[config.mk]
export PLATFORM = sky130hd
export DESIGN_NAME = led_sequencer
export DESIGN_NICKNAME = d
export VERILOG_FILES = /design/src/rtl/led_seq_pkg.sv /design/src/rtl/btn_debounce.sv /design/src/rtl/led_sequencer.sv
export SDC_FILE = /design/constraint.sdc
export NUM_CORES = 1
export LEC_CHECK = 0
export CAP_MARGIN = 10
export CORE_UTILIZATION = 60
export CTS_BUF_LIST = sky130_fd_sc_hd__clkbuf_16
export DETAILED_ROUTE_END_ITERATION = 10
export GPL_ROUTABILITY_DRIVEN = 0
export GPL_TIMING_DRIVEN = 0
export PLACE_DENSITY = 0.85
export SETUP_SLACK_MARGIN = 0.2
export SLEW_MARGIN = 15
export SYNTH_ARGS = -nofsm -noshare
export SYNTH_HDL_FRONTEND = slang
export SYNTH_HIERARCHICAL = 1
export SYNTH_SLANG_ARGS = --single-unit
[constraint.sdc]
create_clock -name CLK -period 2.1 [get_ports CLK]
set_input_delay 0.21 -clock CLK [delete_from_list [all_inputs] [get_ports CLK]]
set_output_delay 0.21 -clock CLK [all_outputs]
set_load 0.01 [all_outputs]
[src/rtl/led_seq_pkg.sv]
// Shared mode encoding and per-mode initial LED patterns for led_sequencer.
// Pattern bit 0 drives D1, bit 3 drives D4.
package led_seq_pkg;

    localparam int unsigned ModeWidth = 2;

    typedef enum logic [ModeWidth-1:0] {
        ModeOff    = 2'd0,
        ModeChase  = 2'd1,
        ModeBounce = 2'd2,
        ModeBlink  = 2'd3
    } mode_e;

    localparam logic [3:0] PatOff    = 4'b0000;
    localparam logic [3:0] PatChase  = 4'b0001;
    localparam logic [3:0] PatBounce = 4'b0001;
    localparam logic [3:0] PatBlink  = 4'b1111;

    function automatic logic [3:0] init_pattern(input mode_e mode);
        logic [3:0] pat;
        case (mode)
            ModeChase:  pat = PatChase;
            ModeBounce: pat = PatBounce;
            ModeBlink:  pat = PatBlink;
            default:    pat = PatOff;
        endcase
        return pat;
    endfunction

endpackage

[src/rtl/btn_debounce.sv]
// Two-flop synchronizer plus level debouncer for a raw push-button.
// press pulses for one cycle, in the first cycle the debounced level reads 1.
module btn_debounce #(
    parameter int unsigned DEBOUNCE_CYCLES = 120000
) (
    input  logic CLK,
    input  logic RST_N,
    input  logic BTN,
    output logic level,
    output logic press
);

    localparam int unsigned CntW = (DEBOUNCE_CYCLES > 1) ? $clog2(DEBOUNCE_CYCLES) : 1;

    logic            sync1_q, sync2_q;
    logic [CntW-1:0] cnt_q, cnt_d;
    logic            level_q, level_d;
    logic            press_q;

    // Counter tracks consecutive cycles the synchronized input disagrees with level.
    always_comb begin
        level_d = level_q;
        cnt_d   = '0;
        if (sync2_q != level_q) begin
            if (cnt_q == CntW'(DEBOUNCE_CYCLES - 1)) begin
                level_d = sync2_q;
            end else begin
                cnt_d = cnt_q + 1'b1;
            end
        end
    end

    always_ff @(posedge CLK or negedge RST_N) begin
        if (!RST_N) begin
            sync1_q <= 1'b0;
            sync2_q <= 1'b0;
            cnt_q   <= '0;
            level_q <= 1'b0;
            press_q <= 1'b0;
        end else begin
            sync1_q <= BTN;
            sync2_q <= sync1_q;
            cnt_q   <= cnt_d;
            level_q <= level_d;
            press_q <= level_d & ~level_q;
        end
    end

    assign level = level_q;
    assign press = press_q;

endmodule

[src/rtl/led_sequencer.sv]
// Button-driven four-LED pattern sequencer (OFF, CHASE, BOUNCE, BLINK) with status LED D5.
// Define LED_SEQUENCER_HEARTBEAT_EN to make D5 a heartbeat toggling every 4 ticks.
module led_sequencer
    import led_seq_pkg::*;
#(
    parameter int unsigned CLK_HZ          = 12000000,
    parameter int unsigned STEP_HZ         = 8,
    parameter int unsigned DEBOUNCE_CYCLES = 120000
) (
    input  logic                 CLK,
    input  logic                 RST_N,
    input  logic                 BTN,
    output logic                 D1,
    output logic                 D2,
    output logic                 D3,
    output logic                 D4,
    output logic                 D5,
    output logic [ModeWidth-1:0] MODE
);

    localparam int unsigned Div   = CLK_HZ / STEP_HZ;
    localparam int unsigned PresW = $clog2(Div);

    logic             press;
    logic             btn_level;
    logic             unused_btn_level;
    logic             tick;
    logic             up;
    logic [PresW-1:0] presc_q, presc_d;
    mode_e            mode_q, mode_d;
    logic [3:0]       pat_q, pat_d;
    logic             dir_up_q, dir_up_d;
    logic             d5_q, d5_d;

    btn_debounce #(
        .DEBOUNCE_CYCLES(DEBOUNCE_CYCLES)
    ) u_btn_debounce (
        .CLK  (CLK),
        .RST_N(RST_N),
        .BTN  (BTN),
        .level(btn_level),
        .press(press)
    );

    assign unused_btn_level = btn_level;
    assign tick             = (presc_q == PresW'(Div - 1));

    always_comb begin
        presc_d  = presc_q;
        mode_d   = mode_q;
        pat_d    = pat_q;
        dir_up_d = dir_up_q;
        up       = 1'b0;
        if (press) begin
            // A press outranks a coincident tick; that tick is dropped.
            mode_d   = mode_e'(ModeWidth'(mode_q + 2'd1));
            pat_d    = init_pattern(mode_d);
            dir_up_d = 1'b1;
            presc_d  = '0;
        end else begin
            presc_d = tick ? '0 : presc_q + 1'b1;
            if (tick) begin
                case (mode_q)
                    ModeChase: pat_d = {pat_q[2:0], pat_q[3]};
                    ModeBounce: begin
                        // Turn around at either end, otherwise keep the current direction.
                        up       = (dir_up_q && !pat_q[3]) || pat_q[0];
                        pat_d    = up ? (pat_q << 1) : (pat_q >> 1);
                        dir_up_d = up;
                    end
                    ModeBlink: pat_d = ~pat_q;
                    default:   pat_d = pat_q;
                endcase
            end
        end
    end

`ifdef LED_SEQUENCER_HEARTBEAT_EN
    logic [1:0] hb_q, hb_d;

    always_comb begin
        hb_d = hb_q;
        d5_d = d5_q;
        if (tick && !press) begin
            hb_d = hb_q + 2'd1;
            if (hb_q == 2'd3) begin
                d5_d = ~d5_q;
            end
        end
    end

    always_ff @(posedge CLK or negedge RST_N) begin
        if (!RST_N) begin
            hb_q <= 2'd0;
        end else begin
            hb_q <= hb_d;
        end
    end
`else
    // Registered from next-state so D5 changes in the same cycle as MODE.
    assign d5_d = (mode_d != ModeOff);
`endif

    always_ff @(posedge CLK or negedge RST_N) begin
        if (!RST_N) begin
            presc_q  <= '0;
            mode_q   <= ModeOff;
            pat_q    <= 4'b0000;
            dir_up_q <= 1'b0;
            d5_q     <= 1'b0;
        end else begin
            presc_q  <= presc_d;
            mode_q   <= mode_d;
            pat_q    <= pat_d;
            dir_up_q <= dir_up_d;
            d5_q     <= d5_d;
        end
    end

    assign D1   = pat_q[0];
    assign D2   = pat_q[1];
    assign D3   = pat_q[2];
    assign D4   = pat_q[3];
    assign D5   = d5_q;
    assign MODE = mode_q;

endmodule

==> metrics.md <==
| Metric | Value |
|---|---|
| Clock latency on the worst-skew pair | `about 0.28 ns` |
| Critical Path RT | `between 2 and 2.5 ns` |
| Non-Filler Instances | `between 300 and 400` |
| H-tree depth reported by CTS | `2` |
| Final #Nets | `approximately 290` |
| Dpl hpwl | `approximately 3300 um` |
| Synthesized Nets | `about 260` |
| Initial antenna violation count | `0` |
| Crit end category | `flip-flop` |
| Core footprint | `0.00403 mm2` |
| Hold Crit Endpoint | `u_btn_debounce/sync2_q$_DFF_PN0_` |
| Status | `finished, final reports clean` |
| Power Density | `slightly above 600 mW/mm2` |
| Worst VDD drop | `about 0.45 mV` |
| Reg-to-reg startpoint | `u_btn_debounce/cnt_q[9]$_DFF_PN0_` |
| Hold slack | `0.350 ns` |
| Tcrit/Tclk final | `88.5%` |
| Largest net degree at the start of global routing | `27` |
| Die Y-Extent | `~67 um` |
| # DRC | `0` |
| Most common cell in the netlist | `dfrtp_1` |
| Wirelength per Cell | `~15 um` |
| Seq cells post-synth | `50` |
| Register area share after synthesis | `between 40% and 50%` |
| CTS Buffer Depth | `2` |
| Ys flop type | `dfrtp_1` |
| Tot GR Track Use | `roughly a quarter` |
| Post-Place Cell Area | `0.00272 mm2` |
| Chip width | `67.2 um` |
| Drt total wl | `between 4000 and 5000 um` |
| Clock Skews | `approximately 0.0054 ns` |
| Crit path cell chain | `or4bb_1 > or4_4 > mux2_4` |
| CP max-delay cell | `or4_4` |
| TritonCTS clock tree | `yes` |
| First-pass GRT wire length | `8210 um` |
| Worst r2r path cells | `3` |
| Hold path startpoint | `u_btn_debounce/sync1_q$_DFF_PN0_` |
| RSZ-0062 raised after global routing | `false` |
| Synth top area share | `49.0%` |
| CTS clk-pin slew, worst paths | `about 0.06 ns` |
| Final Hold Fails | `0` |
| Max-slew headroom | `approximately three fifths` |
| R2R Setup Slk | `around 0.24 ns` |
| Yosys warns | `6` |
| Tightest Pin Transition | `about 0.58 ns` |
| Root Buffer | `clkbuf_16` |
| Max Cap Viol | `0` |
| Final core occ | `between 70% and 80%` |
| Worst min-delay path class | `flip-flop to flip-flop` |
| Vias per cell | `5.75` |
| Share of flip-flops with an asynchronous set or reset | `100%` |
| Final worst path period need | `around 1.9 ns` |
| Iteration-0 DRC Markers | `between 100 and 150` |
| Vias in the first global route | `1847` |
| DP Cell Count | `310` |
| Layout Area Growth over Synthesis | `16.9%` |
| IO Count | `10` |
| Pre-Repair DR Iteration Count | `4` |
| Synthesized area | `about 0.0026 mm2` |
| Post-synth top cells | `dfrtp_1 (50), nor2_1 (42), xnor2_1 (19)` |
| # clock sinks | `50` |
| Leakage power | `approximately 1.3 nW` |
| Hold path depth | `0` |
| Top delay family on crit path | `simple AND/OR/NAND/NOR gates` |
| Die footprint | `approximately 0.0045 mm2` |
| Crit path arrival time | `between 2 and 2.5 ns` |
| Max-slew violations | `0` |
| Number of CTS-inserted buffers | `5` |
| Pre-CTS WS | `0.0169 ns` |
| Worst path bufs/invs | `0` |
| Cells after synthesis | `250` |
| Final worst slack | `between 0.2 and 0.25 ns` |
| EDFF count, synth | `0` |
| Sum Neg Setup Slack | `0 ns` |
| Top post-synthesis cells by area | `dfrtp_1 (49%), xnor2_1 (6.5%), nor2_1 (6.2%)` |
| Synth area leader | `dfrtp_1` |
| Vias | `about 1900` |
| Initial Utilization | `63.3%` |
| IO Port Bufs | `9` |
| Site Rows | `23` |
| Max incr delay on CP | `approximately 0.55 ns` |
| # fillers | `~270` |
| Total gr overflow | `0` |
| Distinct cells, synth | `48` |
| Antenna Cells | `0` |
| Worst Path Max Fanout | `4` |
| Reg-to-reg endpoint | `u_btn_debounce/level$_DFF_PN0_` |
| F_max | `~540 MHz` |
| Setup crit start kind | `flip-flop` |
| Layout cells sized above 1 | `between 10% and 20%` |
| Crit Path Class | `flip-flop to flip-flop` |
| Final setup viols | `0` |
| Final instance area | `between 0.002 and 0.003 mm2` |
| PnR Total Power | `1.80 mW` |
| Detail Route Antenna Nets | `0` |
| Syn avg cell area | `approximately 10 um2` |
-- metal layers --
metal / global-route usage (%) / vias up / part of all wire (%)
met3: 5.57 / 9 / 2.8
met1: 29.6 / 933 / 45
met5: 0 / - / 0
li1: - / 925 / -
met2: 42.8 / 37 / 51
met4: 8.51 / 0 / 1.2
-- worst max path at each step --
stage,from,to,slack [ns],depth (start not counted)
after floorplan,u_btn_debounce/cnt_q[6]$_DFF_PN0_,u_btn_debounce/level$_DFF_PN0_,0.24,3
after global placement,RST_N,u_btn_debounce/sync1_q$_DFF_PN0_,-0.55,1
after detailed placement,u_btn_debounce/cnt_q[0]$_DFF_PN0_,u_btn_debounce/cnt_q[0]$_DFF_PN0_,0.02,6
after CTS,u_btn_debounce/cnt_q[9]$_DFF_PN0_,u_btn_debounce/cnt_q[9]$_DFF_PN0_,0.22,5
after global routing,u_btn_debounce/cnt_q[9]$_DFF_PN0_,u_btn_debounce/cnt_q[8]$_DFF_PN0_,0.20,5
final,u_btn_debounce/cnt_q[9]$_DFF_PN0_,u_btn_debounce/level$_DFF_PN0_,0.24,3
-- worst register-to-register path: cells and delay by family, from the launching register on --
kind	cells	cell delay [ns]
AND/OR/NAND/NOR	2	1.05
multiplexers	1	0.32
flip-flops	1	0.38
-- cells in the final DEF, fill, tap and decap left out, types with 4 or more instances in the layout --
cell type / synthesis / layout
inv_1: 10 / 10
and2_1: 4 / 4
clkdlybuf4s50_1: 0 / 8
nand3_1: 11 / 11
nand4_1: 10 / 10
xor2_1: 17 / 17
nor2_1: 42 / 41
nand2_1: 13 / 13
dfrtp_1: 50 / 48
and3_1: 4 / 4
nor4_1: 6 / 6
buf_4: 1 / 13
nor3_1: 8 / 8
xnor2_1: 19 / 19
clkbuf_16: 0 / 5
-- power breakdown --
| group | switching, mW | internal (mW) |
|---|---|---|
| registers | 0.00694 | 0.970 |
| clock network | 0.331 | 0.435 |
| logic | 0.0359 | 0.0239 |
-- cell type report --
cell class | count | area (um2) | area share [%]
Sequential cell | 50 | 1250 | 42.0
Multi-Input combinational cell | 183 | 1230 | 41.3
Timing Repair Buffer | 23 | 205 | 6.88
Clock buffer | 5 | 125 | 4.19
Tap cell | 50 | 62.6 | 2.10
Buffer | 7 | 50.0 | 1.68
Inverter | 10 | 37.5 | 1.26
Clock inverter | 3 | 16.3 | 0.545
-- kinds of logic after synthesis --
group	Yosys count	share of synthesized area (%)
and+or+nand+nor	122	26.1
DFF	50	49.0
xor gates and xnor gates	36	12.4
buffers and inverters	17	3.29
AOI/OAI and AO/OA	15	4.32
muxes	6	2.94
adders and majority gates	4	1.96
-- repair_timing --
| item | CTS | global route |
|---|---|---|
| setup endpoints to repair | 19 | 23 |
| resized for setup | 3 | 6 |
| gates cloned | 0 | 0 |
| endpoints found under the hold margin | 24 | 0 |
| pin swaps | 2 | 2 |
| hold buffers | 1 | 0 |
| setup buffers | 4 | 8 |
-- sequential cells by signal, indices dropped and copies added (netlist names) --
name                    count
D5                          1
MODE                        2
dir_up_q                    1
pat_q                       4
presc_q                    21
u_btn_debounce/cnt_q       17
u_btn_debounce/level        1
u_btn_debounce/press        1
u_btn_debounce/sync1_q      1
u_btn_debounce/sync2_q      1
Note: power is estimated with default switching activity, not from simulation.
